### src/rtl/cmd_router_nport.sv
// Address-window command router: one host port fanned out to NUM_TARGETS target ports,
// with error acks on decode miss / ack timeout. Define CMD_ROUTER_STATS_EN for error counters.
module cmd_router_nport #(
  parameter int          NUM_TARGETS            = 8,
  parameter int          HOST_ADDRESS_BITS      = 26,
  parameter int          TARGET_ADDRESS_BITS    = 16,
  parameter int          HOST_DATA_BITS         = 32,
  parameter int          P_CMD_ACK_TIMEOUT_CLKS = 16,
  parameter logic [31:0] P_ERR_RDATA            = 32'hDEAD_BEEF,
  localparam int         SEL_BITS               = (NUM_TARGETS > 1) ? $clog2(NUM_TARGETS) : 1
) (
  input  logic                                               i_sys_clk,
  input  logic                                               i_sys_rst_n,
  // host port
  input  logic                                               i_cmd_sel,
  input  logic                                               i_cmd_rd_wr_n,
  input  logic [HOST_ADDRESS_BITS-1:0]                       i_cmd_byte_addr,
  input  logic [HOST_DATA_BITS-1:0]                          i_cmd_wdata,
  output logic                                               o_cmd_ack,
  output logic [HOST_DATA_BITS-1:0]                          o_cmd_rdata,
  // target ports
  output logic [NUM_TARGETS-1:0]                             o_tgt_sel,
  output logic [NUM_TARGETS-1:0]                             o_tgt_rd_wr_n,
  output logic [NUM_TARGETS-1:0][HOST_ADDRESS_BITS-1:0]      o_tgt_byte_addr,
  output logic [NUM_TARGETS-1:0][HOST_DATA_BITS-1:0]         o_tgt_wdata,
  input  logic [NUM_TARGETS-1:0]                             i_tgt_ack,
  input  logic [NUM_TARGETS-1:0][HOST_DATA_BITS-1:0]         i_tgt_rdata,
  // error reporting
  output logic                                               o_err_timeout,
  output logic                                               o_err_decode,
  output logic [SEL_BITS:0]                                  o_last_err_tgt,
  output logic [15:0]                                        o_timeout_cnt,
  output logic [15:0]                                        o_decode_err_cnt
);

  localparam int CNT_W = $clog2(P_CMD_ACK_TIMEOUT_CLKS);

  typedef enum logic [1:0] {
    S_IDLE,
    S_WAIT_ACK,
    S_RESP,
    S_ERR_RESP
  } state_t;

  state_t                        r_state;
  state_t                        w_state_next;
  logic [NUM_TARGETS-1:0]        r_sel;
  logic                          r_rd_wr_n;
  logic [HOST_ADDRESS_BITS-1:0]  r_addr;
  logic [HOST_DATA_BITS-1:0]     r_wdata;
  logic [SEL_BITS-1:0]           r_tgt;
  logic [CNT_W-1:0]              r_to_cnt;
  logic [HOST_DATA_BITS-1:0]     r_rdata;
  logic                          r_err_timeout;
  logic                          r_err_decode;
  logic [SEL_BITS:0]             r_last_err_tgt;

  logic [SEL_BITS-1:0]           w_dec_tgt;
  logic                          w_hit;
  logic                          w_capture;
  logic                          w_ack_hit;
  logic                          w_timeout;
  logic                          w_miss;

  // Hit needs every address bit above the select field clear and an existing target index.
  assign w_dec_tgt = i_cmd_byte_addr[TARGET_ADDRESS_BITS +: SEL_BITS];
  assign w_hit     = ((i_cmd_byte_addr >> (TARGET_ADDRESS_BITS + SEL_BITS)) == '0) &&
                     ({1'b0, w_dec_tgt} < (SEL_BITS+1)'(NUM_TARGETS));

  always_ff @(posedge i_sys_clk or negedge i_sys_rst_n) begin
    if (!i_sys_rst_n) begin
      r_state <= S_IDLE;
    end else begin
      r_state <= w_state_next;
    end
  end

  always_comb begin
    w_state_next = r_state;
    w_capture    = 1'b0;
    w_ack_hit    = 1'b0;
    w_timeout    = 1'b0;
    w_miss       = 1'b0;
    o_cmd_ack    = 1'b0;
    case (r_state)
      S_IDLE: begin
        if (i_cmd_sel) begin
          w_capture = 1'b1;
          if (w_hit) begin
            w_state_next = S_WAIT_ACK;
          end else begin
            w_miss       = 1'b1;
            w_state_next = S_ERR_RESP;
          end
        end
      end
      S_WAIT_ACK: begin
        // An ack in the final counted cycle still wins over the timeout.
        if (i_tgt_ack[r_tgt]) begin
          w_ack_hit    = 1'b1;
          w_state_next = S_RESP;
        end else if (r_to_cnt == CNT_W'(P_CMD_ACK_TIMEOUT_CLKS - 1)) begin
          w_timeout    = 1'b1;
          w_state_next = S_ERR_RESP;
        end
      end
      S_RESP, S_ERR_RESP: begin
        o_cmd_ack    = 1'b1;
        w_state_next = S_IDLE;
      end
      default: w_state_next = S_IDLE;
    endcase
  end

  always_ff @(posedge i_sys_clk or negedge i_sys_rst_n) begin
    if (!i_sys_rst_n) begin
      r_sel          <= '0;
      r_rd_wr_n      <= 1'b0;
      r_addr         <= '0;
      r_wdata        <= '0;
      r_tgt          <= '0;
      r_to_cnt       <= '0;
      r_rdata        <= '0;
      r_err_timeout  <= 1'b0;
      r_err_decode   <= 1'b0;
      r_last_err_tgt <= '0;
    end else begin
      r_sel <= '0;
      if (w_capture) begin
        if (w_hit) begin
          r_sel[w_dec_tgt] <= 1'b1;
        end
        r_rd_wr_n <= i_cmd_rd_wr_n;
        r_addr    <= HOST_ADDRESS_BITS'(i_cmd_byte_addr[TARGET_ADDRESS_BITS-1:0]);
        r_wdata   <= i_cmd_wdata;
        r_tgt     <= w_dec_tgt;
      end
      if (w_capture) begin
        r_to_cnt <= '0;
      end else if (r_state == S_WAIT_ACK) begin
        r_to_cnt <= r_to_cnt + CNT_W'(1);
      end
      // Host rdata only changes when a response is launched, so it holds between acks.
      if (w_ack_hit) begin
        r_rdata <= i_tgt_rdata[r_tgt];
      end else if (w_miss || w_timeout) begin
        r_rdata <= HOST_DATA_BITS'(P_ERR_RDATA);
      end
      r_err_timeout <= w_timeout;
      r_err_decode  <= w_miss;
      if (w_miss) begin
        r_last_err_tgt <= {1'b1, {SEL_BITS{1'b0}}};
      end else if (w_timeout) begin
        r_last_err_tgt <= {1'b0, r_tgt};
      end
    end
  end

  genvar gi;
  generate
    for (gi = 0; gi < NUM_TARGETS; gi++) begin : g_tgt
      assign o_tgt_sel[gi]       = r_sel[gi];
      assign o_tgt_rd_wr_n[gi]   = r_rd_wr_n;
      assign o_tgt_byte_addr[gi] = r_addr;
      assign o_tgt_wdata[gi]     = r_wdata;
    end
  endgenerate

  assign o_cmd_rdata    = r_rdata;
  assign o_err_timeout  = r_err_timeout;
  assign o_err_decode   = r_err_decode;
  assign o_last_err_tgt = r_last_err_tgt;

`ifdef CMD_ROUTER_STATS_EN
  logic [15:0] r_timeout_cnt;
  logic [15:0] r_decode_err_cnt;

  always_ff @(posedge i_sys_clk or negedge i_sys_rst_n) begin
    if (!i_sys_rst_n) begin
      r_timeout_cnt    <= '0;
      r_decode_err_cnt <= '0;
    end else begin
      if (w_timeout && (r_timeout_cnt != 16'hFFFF)) begin
        r_timeout_cnt <= r_timeout_cnt + 16'd1;
      end
      if (w_miss && (r_decode_err_cnt != 16'hFFFF)) begin
        r_decode_err_cnt <= r_decode_err_cnt + 16'd1;
      end
    end
  end

  assign o_timeout_cnt    = r_timeout_cnt;
  assign o_decode_err_cnt = r_decode_err_cnt;
`else
  assign o_timeout_cnt    = 16'h0;
  assign o_decode_err_cnt = 16'h0;
`endif

endmodule
### config.mk
export PLATFORM = sky130hd
export DESIGN_NAME = cmd_router_nport
export DESIGN_NICKNAME = d
export VERILOG_FILES = /design/src/rtl/cmd_router_nport.sv
export SDC_FILE = /design/constraint.sdc
export NUM_CORES = 1
export LEC_CHECK = 0
export ABC_AREA = 0
export CORE_AREA = 5 5 343 345
export CTS_CLUSTER_SIZE = 30
export DETAILED_ROUTE_END_ITERATION = 12
export DIE_AREA = 0 0 348 350
export GPL_ROUTABILITY_DRIVEN = 1
export PLACE_DENSITY = 0.41
export SYNTH_ARGS = -nofsm -noshare
export SYNTH_HDL_FRONTEND = slang
export SYNTH_SLANG_ARGS = --single-unit
export TNS_END_PERCENT = 100
### constraint.sdc
create_clock -name i_sys_clk -period 2.47 [get_ports i_sys_clk]
set_input_delay 0.741 -clock i_sys_clk [delete_from_list [all_inputs] [get_ports i_sys_clk]]
set_output_delay 0.741 -clock i_sys_clk [all_outputs]
set_load 0.01 [all_outputs]
==> results by group <==
Die
  – Initial Util: 0.0866
  – Row count: 124
  – Core Area: 114,000 µm²
  – Die area: 122,000 µm²
  – Die outline width: 348 µm
  – I/O pins: 877
  – Die height: 350 µm

Timing
  – Minimum clock period: 2450 ps
  – Tcrit/Tclk final: 0.990
  – Fin. max-slew vios: 0
  – Slew @ Worst Pin: 552 ps
  – Setup TNS: 0 ps
  – Final Hold Viols: 0
  – Final Skew: 14.0 ps
  – Slew HR: 0.622
  – Final setup viols: 0
  – Max Clock Freq: 409 MHz

Worst setup path
  – Critical Path AT: 2730 ps
  – Critical path launch point: i_cmd_byte_addr[21]
  – Critical Setup Path Class: input port to register
  – Worst path depth: 8
  – Critical path capture point type: register
  – Delay-heaviest family, CP: simple AND/OR/NAND/NOR gates
  – R2r setup slk: 150 ps
  – CP max-delay cell: or4_4
  – Crit path launch type: input port
  – Reg2Reg Launch Point: r_tgt[0]
  – Critical path peak fanout: 52
  – CP Data Required Time: 2760 ps
  – Worst Setup EP: o_cmd_rdata[9]
  – R2r worst-path depth: 6
  – CP most frequent cell: buf_12
  – Crit path buf inv count: 4
  – CP max stage delay: 570 ps
  – Reg2reg end: o_cmd_rdata[15]
  – Critical path cell sequence: clkdlybuf4s50_1 > or4_4 > o21ai_2 > buf_12 > inv_2 > buf_12 > nor4_1 > nor3_1

Routing
  – DRT Pass-1 Iters: 6
  – Routed WL: 56.0 mm
  – Avg WL per Cell: 18.4 µm
  – Routed vias/inst: 2.88
  – Via count: 8,735
  – Remaining DRCs: 0
  – 1st-iter DRT viols: 369
  – Post-route ant nets: 0

CTS
  – H-tree depth: 3
  – CTS root buffer: clkbuf_16
  – CTS Buf Count: 9
  – CTS sink cnt: 104
  – CTS Hold Bufs: 0
  – CTS tree: yes
  – Clock-pin slew on the worst setup and hold paths: 90 ps
  – CTS Buffer Depth: 2
  – Worst skew pair latency: 410 ps

Power and ir drop
  – Leakage: 6.41 nW
  – PD cells: 1160 nW/µm²
  – Maximum vdd drop: 0.402 mV

Global route
  – Total gr overflow: 0
  – Largest net degree at the start of global routing: 53
  – Overall Global Routing Usage: 0.0854
  – First-pass GRT wire length: 73.2 mm
  – Initial antenna violation count: 8
  – Vias in the first global route: 8,897

Placement
  – Post-DP HPWL: 47.8 mm
  – Port bufs: 764
  – GPL Wtd Cong: 0.721
  – Placed instance area: 16,900 µm²

Final layout
  – Cell area after layout: 17,400 µm²
  – Core Util, Final: 0.153
  – Nets@finish: 1,836
  – Fillers: 12,852
  – Seq. cell area: 2640 µm²
  – Commonest non-fill, non-tap cells in the layout: clkdlybuf4s50_1 (759), nand2_1 (161), conb_1 (112)
  – Layout cell share with drive strength beyond 1: 0.136
  – Area growth, synth to finish: 76.6%
  – Footprint of the multi-input gates: 4050 µm²
  – Commonest non-fill, non-tap cell in the layout: clkdlybuf4s50_1

Yosys
  – Mapped Cells: 1,056
  – Cell accounting for the most synthesized area: buf_4
  – Synth Warn #: 0
  – Synth top area cells: buf_4 (35%), dfrtp_1 (26%), mux4_2 (11%)
  – Post-synthesis cell area: 9860 µm²
  – Post-synthesis cell type count: 37
  – Yosys top cell area share: 0.348
  – Syn avg cell area: 9.34 µm²
  – Synth Register Bits: 104
  – Register area share after synthesis: 0.264

Worst hold path
  – Min-Delay Path Class: input port to async pin

Run status
  – Status: complete, no violations

Flow run
  – Max-cap violations: 0
report_power, final:
| group | internal (mW) | switching, mW |
|---|---|---|
| Sequential | 2.33 | 1.46 |
| Clock | 0.925 | 0.863 |
| Combinational | 8.09 | 6.51 |
| Total | 11.3 | 8.84 |
sequential cells by signal, indices dropped and copies added (netlist names):
register and count:
o_tgt_sel 8, r_to_cnt 4, r_tgt 3, o_last_err_tgt 4, o_cmd_rdata 32, r_rd_wr_n 1, r_addr 16, r_state 2
r_wdata 32, o_err_timeout 1, o_err_decode 1
synthesized netlist by cell type:
cell type,number
a2111oi_0,24
a21oi_1,2
a31oi_1,2
and2_1,24
and4_1,1
buf_1,4
buf_2,13
buf_4,457
buf_6,9
buf_8,1
clkbuf_1,35
conb_1,1
dfrtp_1,104
ha_1,1
inv_1,1
inv_2,1
mux2_4,1
mux2i_1,8
mux2i_4,1
mux4_1,18
mux4_2,48
nand2_1,161
nand2_2,1
nand2b_1,1
nand3_1,14
nand4_1,10
nor2_1,8
nor2b_1,1
nor3_1,28
nor3b_1,1
nor4_1,51
o21ai_0,10
o21ai_1,2
o221ai_1,8
or3_1,2
or3b_2,1
or4_1,1
what timing repair did:
action                                  CTS  global route
buffers inserted                          1             0
resized for setup                        26            26
cloned                                    0             0
endpoints found under the setup margin  163            44
pin swaps                                 0             1
endpoints found under the hold margin     0             0
worst min path at each step:
| stage | startpoint | endpoint | slack [ps] |
|---|---|---|---|
| finish | i_sys_rst_n | r_addr[15] | 220 |
| global route | i_sys_rst_n | r_addr[15] | 230 |
| CTS | i_sys_rst_n | r_addr[15] | 210 |
| detailed placement | r_wdata[19] | r_wdata[19] | 470 |
| global placement | r_wdata[19] | r_wdata[19] | 460 |
| floorplan | i_sys_rst_n | o_cmd_rdata[0] | 450 |
metrics by stage:
stage / cells / hold WS [ps] / setup WS (ps) / power, mW
finish: 3033 / 223 / 24.7 / 20.2
global placement: 3009 / 461 / -521 / 18.7
CTS: 3026 / 208 / 12.2 / 20.7
global route: 3026 / 230 / -17.6 / 21.5
floorplan: 1167 / 445 / 278 / 12.0
detailed placement: 3009 / 468 / -524 / 18.6
metal layers:
metal	up-vias	global-route usage	part of all wire
met5	-	0	0.00048
met4	4	0.0187	0.015
met3	34	0.0339	0.097
met2	478	0.145	0.49
met1	4224	0.102	0.40
li1	3995	-	-
layout make-up:
type	count	area share
inverter	2	0.000431
timing repair buffer	850	0.487
multi-input combinational	542	0.232
sequential	104	0.152
antenna	7	0.00101
clock buffer	12	0.0142
tap	1512	0.109
clock inverter	4	0.00438
kinds of logic after synthesis:
kind of cell | share of synthesized area
other | 0.000380
adders and majority gates | 0.00127
buffers and inverters | 0.382
DFF | 0.264
and+or+nand+nor | 0.146
muxes | 0.170
AOI/OAI and AO/OA | 0.0368
No activity file was read; power rests on OpenSTA's default activity.
